### src/rtl/dwt_fusion_rule.sv
// dwt_fusion_rule
// Streams two Haar DWT coefficient memories (A and B, 512x512, 8-bit) in lock-step and writes
// the fused coefficient frame to a third memory. The LL band (x,y < 512 >> lv) is fused by a
// rounded average of unsigned values. Every detail band takes the two's-complement coefficient
// with the larger magnitude, and A wins ties.
//
// Ports:
//   clock     - sole clock, posedge
//   reset     - synchronous active-low reset
//   start     - one-cycle frame request, honoured only when idle
//   levels    - DWT depth, latched on accepted start and clamped to 9
//   addr      - shared read address {y[8:0], x[8:0]} to both source memories
//   data_a/b  - source coefficients, valid RD_LATENCY edges after addr
//   addr_out  - fused write address {y, x}
//   data_out  - fused coefficient
//   we        - write strobe for addr_out/data_out
//   busy      - high from accepted start through the done cycle
//   done      - one-cycle pulse after the final write
module dwt_fusion_rule #(
  parameter int unsigned RD_LATENCY = 2  // legal range 1..4
) (
  input  logic        clock,
  input  logic        reset,
  input  logic        start,
  input  logic [3:0]  levels,
  output logic [17:0] addr,
  input  logic [7:0]  data_a,
  input  logic [7:0]  data_b,
  output logic [17:0] addr_out,
  output logic [7:0]  data_out,
  output logic        we,
  output logic        busy,
  output logic        done
);

  localparam logic [17:0] LastAddr = 18'h3FFFF;

  typedef enum logic [1:0] {StIdle, StRun, StDrain, StFinish} state_e;

  state_e state_q, state_d;

  logic [17:0] addr_q;
  logic [3:0]  lv_q;
  logic        issue;

  // Read-latency shadow: one stage per memory edge, tail lines up with data_a/data_b
  logic [RD_LATENCY-1:0] pipe_valid_q;
  logic [RD_LATENCY-1:0] pipe_ll_q;
  logic [17:0]           pipe_addr_q [RD_LATENCY];

  logic [17:0] addr_out_q;
  logic [7:0]  data_out_q;
  logic        we_q;

  // ---------------------------------------------------------------------------
  // FSM: state register
  // ---------------------------------------------------------------------------
  always_ff @(posedge clock) begin
    if (!reset) begin
      state_q <= StIdle;
    end else begin
      state_q <= state_d;
    end
  end

  // FSM: next state
  always_comb begin
    state_d = state_q;
    unique case (state_q)
      StIdle:   if (start) state_d = StRun;
      StRun:    if (addr_q == LastAddr) state_d = StDrain;
      StDrain:  if (pipe_valid_q == '0) state_d = StFinish;
      StFinish: state_d = StIdle;
      default:  state_d = StIdle;
    endcase
  end

  // FSM: outputs
  always_comb begin
    issue = (state_q == StRun);
    busy  = (state_q != StIdle);
    done  = (state_q == StFinish);
  end

  // ---------------------------------------------------------------------------
  // Address generator and latched depth
  // ---------------------------------------------------------------------------
  always_ff @(posedge clock) begin
    if (!reset) begin
      addr_q <= '0;
      lv_q   <= '0;
    end else if (state_q == StIdle && start) begin
      addr_q <= '0;
      lv_q   <= (levels > 4'd9) ? 4'd9 : levels;
    end else if (state_q == StRun && addr_q != LastAddr) begin
      addr_q <= addr_q + 18'd1;
    end
  end

  assign addr = addr_q;

  // LL region test on the issued address
  logic [9:0] ll_limit;
  logic       issue_ll;

  always_comb begin
    ll_limit = 10'd512 >> lv_q;
    issue_ll = ({1'b0, addr_q[8:0]} < ll_limit) && ({1'b0, addr_q[17:9]} < ll_limit);
  end

  // ---------------------------------------------------------------------------
  // Valid/addr/flag shift register
  // ---------------------------------------------------------------------------
  always_ff @(posedge clock) begin
    if (!reset) begin
      pipe_valid_q <= '0;
      pipe_ll_q    <= '0;
      for (int unsigned i = 0; i < RD_LATENCY; i++) begin
        pipe_addr_q[i] <= '0;
      end
    end else begin
      pipe_valid_q[0] <= issue;
      pipe_ll_q[0]    <= issue_ll;
      pipe_addr_q[0]  <= addr_q;
      for (int unsigned i = 1; i < RD_LATENCY; i++) begin
        pipe_valid_q[i] <= pipe_valid_q[i-1];
        pipe_ll_q[i]    <= pipe_ll_q[i-1];
        pipe_addr_q[i]  <= pipe_addr_q[i-1];
      end
    end
  end

  // ---------------------------------------------------------------------------
  // Fusion rule at the pipeline tail
  // ---------------------------------------------------------------------------
  logic [8:0] sum9;
  logic [7:0] avg;
  logic [7:0] mag_a;
  logic [7:0] mag_b;
  logic [7:0] fused;

  always_comb begin
    sum9  = {1'b0, data_a} + {1'b0, data_b} + 9'd1;
    avg   = sum9[8:1];
    // 8-bit unsigned magnitude: -128 maps to 8'h80 = 128
    mag_a = data_a[7] ? (~data_a + 8'd1) : data_a;
    mag_b = data_b[7] ? (~data_b + 8'd1) : data_b;
    if (pipe_ll_q[RD_LATENCY-1]) begin
      fused = avg;
    end else if (mag_b > mag_a) begin
      fused = data_b;
    end else begin
      fused = data_a;
    end
  end

  always_ff @(posedge clock) begin
    if (!reset) begin
      we_q       <= 1'b0;
      addr_out_q <= '0;
      data_out_q <= '0;
    end else begin
      we_q <= pipe_valid_q[RD_LATENCY-1];
      if (pipe_valid_q[RD_LATENCY-1]) begin
        addr_out_q <= pipe_addr_q[RD_LATENCY-1];
        data_out_q <= fused;
      end
    end
  end

  assign we       = we_q;
  assign addr_out = addr_out_q;
  assign data_out = data_out_q;

endmodule
### config.mk
export PLATFORM = sky130hd
export DESIGN_NAME = dwt_fusion_rule
export DESIGN_NICKNAME = d
export VERILOG_FILES = /design/src/rtl/dwt_fusion_rule.sv
export SDC_FILE = /design/constraint.sdc
export NUM_CORES = 1
export LEC_CHECK = 0
export ABC_AREA = 1
export CAP_MARGIN = 10
export CORE_MARGIN = 2
export CORE_UTILIZATION = 31
export CTS_CLUSTER_SIZE = 25
export DETAILED_ROUTE_END_ITERATION = 10
export PLACE_DENSITY = 0.49
export SLEW_MARGIN = 20
export SYNTH_ARGS = -nofsm -noshare
export SYNTH_HDL_FRONTEND = slang
export SYNTH_SLANG_ARGS = --single-unit
### constraint.sdc
create_clock -name clock -period 2.1 [get_ports clock]
set_input_delay 0.21 -clock clock [delete_from_list [all_inputs] [get_ports clock]]
set_output_delay 0.21 -clock clock [all_outputs]
set_load 0.005 [all_outputs]
# Yosys cells after proc, flatten, opt, wreduce, memory -nomap -nowiden

Memory sizes are Yosys's and may differ from the RTL's. A register that Yosys moved wholly into a read port is not among the register bits.
Cells that the tools add are included.

Register bits after elaboration: 37
Latch bits: 0
Bits in writable memories: 36
Bits in read-only memories: 0
Input bits: 23
Output and inout bits: 47
Logic and storage cells: 53
Memories kept: 1

Add/sub/neg operators: 5
$mul: 0
Divide/modulo/power cells: 0
$lt $le $gt $ge: 4
Equal/unequal tests: 8
Shift-type cells: 1
Muxes and demuxes: 13
Bitwise logic cells: 5
Reductions and logical operators: 9

Memory list:

| memory      | words | width | rd ports | clocked after Yosys merged registers in | wr ports | RTL line | RTL |
|---|---|---|---|---|---|---|---|
| pipe_addr_q | 2     | 18    | 2        | 1                                       | 2        | 49       | `logic [17:0] pipe_addr_q [RD_LATENCY];` |

Operators with widths:

| kind                                                                    | number |
|---|---|
| 18-bit two-way mux                                                      | 2 |
| 8-bit two-way mux                                                       | 4 |
| 9-bit by 10-bit less-than comparator with 1-bit output                  | 2 |
| 18-bit by 1-bit adder with 18-bit output, second input constant         | 1 |
| 18-bit equality test, second input constant                             | 1 |
| 18-bit inequality test, second input constant                           | 1 |
| 8-bit by 1-bit adder with 8-bit output, second input constant           | 2 |
| 8-bit NOT                                                               | 2 |
| 10-bit by 4-bit right shift with 10-bit output, first input constant    | 1 |
| 8-bit by 8-bit adder with 9-bit output                                  | 1 |
| 9-bit by 1-bit adder with 9-bit output, second input constant           | 1 |
| 8-bit greater-than comparator                                           | 1 |
| 2-bit one-hot mux with 4 select lines                                   | 1 |
| 2-bit two-way mux                                                       | 3 |
| 2-bit equality test, second input constant                              | 2 |
| 4-bit greater-than comparator, second input constant                    | 1 |
| 2-bit zero test                                                         | 2 |
| 4-bit two-way mux                                                       | 1 |
| 2-bit inequality test, second input constant                            | 2 |
| 1-bit logical AND                                                       | 3 |
| 3-bit AND reduction                                                     | 1 |
| 2-bit by 1-bit equality test with 1-bit output, second input constant   | 1 |
| 1-bit two-way mux                                                       | 2 |
| 2-bit by 1-bit inequality test with 1-bit output, second input constant | 1 |
| other kinds (5)                                                         | 6 |

# Depth between registers and ports, before layout

Word-level depth: 6
Gate-level depth with buffers: 19

# Least setup slack after synthesis

No wires, ideal clock.

Path kind: input to register
Start: input port data_a[0]
End: register data_out_q[6], in the netlist data_out[6]
Arrival: 2.153 ns
Slack: -0.162 ns
Cell stages on the path: 17
Path through: inv_1 > ha_1 > nand2_1 > o21ai_0 > o21ai_0 > xor2_1 > ha_1 > nand2_1 > nor2_1 > nand4_1 > nand2_1 > buf_4 > nand2_1 > nand3_1 > nand3_1 > nand2_1 > inv_1

Word-level cells in the longest chain between the ends: 6
Elaborated cells between the ends (all ways): 8

Ends and longest elaborated chain:

| element                                | RTL line | RTL |
|---|---|---|
| start: declaration                     | 27       | `input logic [7:0] data_a,` |
| 8-bit NOT                              | 146      | `mag_a = data_a[7] ? (~data_a + 8'd1) : data_a;` |
| 8-bit by 1-bit adder with 8-bit output | 146      |  |
| 8-bit two-way mux                      | 146      |  |
| 8-bit greater-than comparator          | 150      | `end else if (mag_b > mag_a) begin` |
| 8-bit two-way mux                      | 150      |  |
| 8-bit two-way mux *                    | 148      | `if (pipe_ll_q[RD_LATENCY-1]) begin` |
| end signal: assignment                 | 166      | `data_out_q <= fused;` |
| end: declaration                       | 52       | `logic [7:0] data_out_q;` |

Mark *: on every way between the ends. The rest lies on a longest branch, timed or not.
A chain may end at the register's enable or synchronous reset.

# Worst setup path in the final report

Start: input port data_a[3]
End: register data_out_q[7], in the netlist data_out[7]

Same word-level chain as after synthesis.

==> flow_summary.ini <==
[placement]
post-place-ws_ns = -0.7318
gp_congestion = 0.9959
hpwl_mm = 9.622
io_buffers = 69
place_inst = 972

[floorplanning]
io_pins = 70
fp-row-count = 45
dieArea_um2 = 16340
die_x_um = 127.8
core-area_um2 = 15090
die_h_um = 127.8
start_util_pct = 31.51

[sta]
skew_ns = 0.007899
finalCriticalPeriod_ns = 2.020
finalCritPeriodShare_pct = 96.21
fin_ws_ns = 0.07966
setup_violations = 0
worstMarginPinSlew_ns = 0.7235
finalHoldViolCount = 0
max_freq_mhz = 495.0
hold_slack_ns = 0.2933
slew_headroom_pct = 51.72
slew_violations = 0

[critical_path]
crit_type = in2reg
startpoint_type = primary input
reg2reg_depth = 11
cp.depth = 15
path_cells = dlygate4sd2_1 > buf_6 > o21ai_4 > o21ai_2 > xor2_1 > ha_1 > nand2_2 > nor2_4 > nand4_1 > nand2_4 > nand2_2 > nand3_2 > nand3_2 > nand2_1 > inv_1
cp.required_ns = 2.34
crit_buf_inv = 3
path_max_fanout = 6
critPathArrivalTime_ns = 2.26
crit_path_end_kind = flop
worst_path_max_delay_cell = ha_1
critical-path-top-delay-family = simple AND/OR/NAND/NOR gates
max_stage_delay_ns = 0.30

[power_and_ir_drop]
p_comb_share_pct = 29.5
clkPwrFrac_pct = 33.4
powerDensity_nw_per_um2 = 780.9
seq_power_share_pct = 37.0
swShare_pct = 31.43
finalPower_mw = 5.248
ir_drop_uv = 371.9
p_int_mw = 3.598
leakagePower_nw = 3.368
p_sw_mw = 1.649

[drt]
dr.pass1.iters = 4
totalWireLength_mm = 12.89
drc = 0
wire_per_inst_um = 12.87
drtIter0Drc = 249
via_per_inst = 4.571
antenna_left = 0
vias = 4576

[logic_synthesis]
synth.avg_cell_area_um2 = 7.086
synth_top_area_share_pct = 38.32
postSynthNetCount = 735
synthTopCellsByCount = 152 x nand2_1, 107 x inv_1, 91 x dfxtp_1
ys_top_cells_by_area = dfxtp_1 38%, nand2_1 12%, ha_1 11%
ys_seq_area_share_pct = 38.32
yosysMostFrequentCell = nand2_1
synth_area_um2 = 4755
synth_cell_types = 32
ys_ff_latch = 91
syn_inst = 671
yosysWarnings = 0
synth_edf_count = 0
post-synth-top-area-cell = dfxtp_1
async_reset_ff_share_pct = 0
synth_ff_type = dfxtp_1

[finish]
area_growth_pct = 41.34
fillerInstances = 1557
num_antenna_cells = 0
nNetsFinal = 873
fin_cells = 1001
drive_gt1_share_pct = 18.82

[cts]
clk_latency_ns = 0.34
htree_levels = 3
max-clock-path-buffers = 2
cts_tree = yes
cts.sinks = 91
cts_root_buf = clkbuf_16
postCtsHoldBufs = 0
numCtsBuffers = 9
path_clk_slew_ns = 0.06

[worst_hold_path]
hold_class = in2reg
holdPathStages = 3

[global_routing]
grt_usage_pct = 16.30
grt_pass1_vias = 4381
grt_pass1_wl_mm = 21.33
overflow = 0
antenna_found_initial = 0
grt_start_max_net_pins = 36

[outcome]
status = finished clean

[job]
maxCapViolCount = 0
==> routing by layer <==
metal | global-route usage [%] | vias to the layer above | wire [um]
met5 | 0 | - | 0
met4 | 5.107 | 0 | 238
met3 | 3.548 | 17 | 532
met2 | 26.68 | 91 | 5784
met1 | 21.52 | 2069 | 6329
li1 | - | 2399 | -
==> worst reg2reg max path, delay by kind of cell (launching register included) <==
| family | cells | cell delay [ns] |
|---|---|---|
| and+or+nand+nor | 8 | 0.90 |
| DFF | 1 | 0.33 |
| adders and majority gates | 1 | 0.31 |
| AOI/OAI and AO/OA | 1 | 0.15 |
| buffers and inverters | 1 | 0.07 |
==> what timing repair did <==
action,in CTS,in global routing
setup endpoints to repair,8,8
resized for setup,25,70
buffers inserted,11,2
cloned,0,1
pin swaps,10,26
==> through the flow <==
step	TNS, ns	utilization [%]	area (um^2)
2_1_floorplan	0	-	4772
3_3_place_gp	-4.381	40.27	6077
3_5_place_dp	-5.512	40.27	6077
4_1_cts	0	43.23	6524
5_1_grt	-0.04468	44.54	6720
6_report	0	44.54	6720
==> registers in the layout, indices dropped and copies added (netlist names) <==
signal	flops
pipe_addr_q	36
state_q	2
data_out	8
addr_out	18
we	1
pipe_ll_q	2
addr	18
lv_q	4
pipe_valid_q	2
==> cell families (layout without fill, tap and decap cells) <==
logic type / Yosys count / in the layout / share of synthesized area (%)
buffers and inverters: 125 / 266 / 10.26
and+or+nand+nor: 308 / 309 / 27.68
xor gates and xnor gates: 17 / 17 / 3.132
AOI/OAI and AO/OA: 89 / 89 / 9.658
DFF: 91 / 91 / 38.32
adders and majority gates: 41 / 41 / 10.95
==> power by group through the flow <==
stage | clock [mW] | combinational [mW] | sequential [mW]
6_report | 1.75 | 1.55 | 1.94
5_1_grt | 1.88 | 1.74 | 1.96
3_5_place_dp | 0 | 1.45 | 1.98
4_1_cts | 1.81 | 1.48 | 1.95
2_1_floorplan | 0 | 0.856 | 1.98
3_3_place_gp | 0 | 1.42 | 1.98
==> cell type report <==
type / count / area, um^2 / share of cell area [%]
inverters: 108 / 412.9 / 6.144
clock buffers: 10 / 239.0 / 3.556
multi-input cells: 456 / 2659 / 39.56
clock inverters: 5 / 85.08 / 1.266
flip-flops and latches: 91 / 1822 / 27.11
well taps: 188 / 235.2 / 3.500
repair buffers: 143 / 1267 / 18.86
==> path summary, 6_finish.rpt <==
path / startpoint / end / slack, ns
max reg2reg: lv_q[2]$_SDFFE_PN0P_ / pipe_ll_q[0]$_SDFF_PN0_ / 0.27
min: reset / pipe_ll_q[0]$_SDFF_PN0_ / 0.29
max: data_a[3] / data_out[7]$_SDFFE_PN0P_ / 0.08
min reg2reg: pipe_addr_q[0][4]$_SDFF_PN0_ / pipe_addr_q[1][4]$_SDFF_PN0_ / 0.41
==> layout by cell type (no fill, tap or decap), types with 7 or more instances in the layout <==
cell type / n
dfxtp_1: 91
nand3_1: 27
o21ai_0: 43
buf_4: 70
inv_1: 99
xor2_1: 13
clkdlybuf4s50_1: 53
inv_2: 7
nand2_2: 10
nand3_2: 10
nor2_1: 77
nor3_1: 9
nand4_1: 12
a21oi_1: 32
clkbuf_16: 9
nand2_1: 142
ha_1: 38
Power figures use the tool's default switching activity.
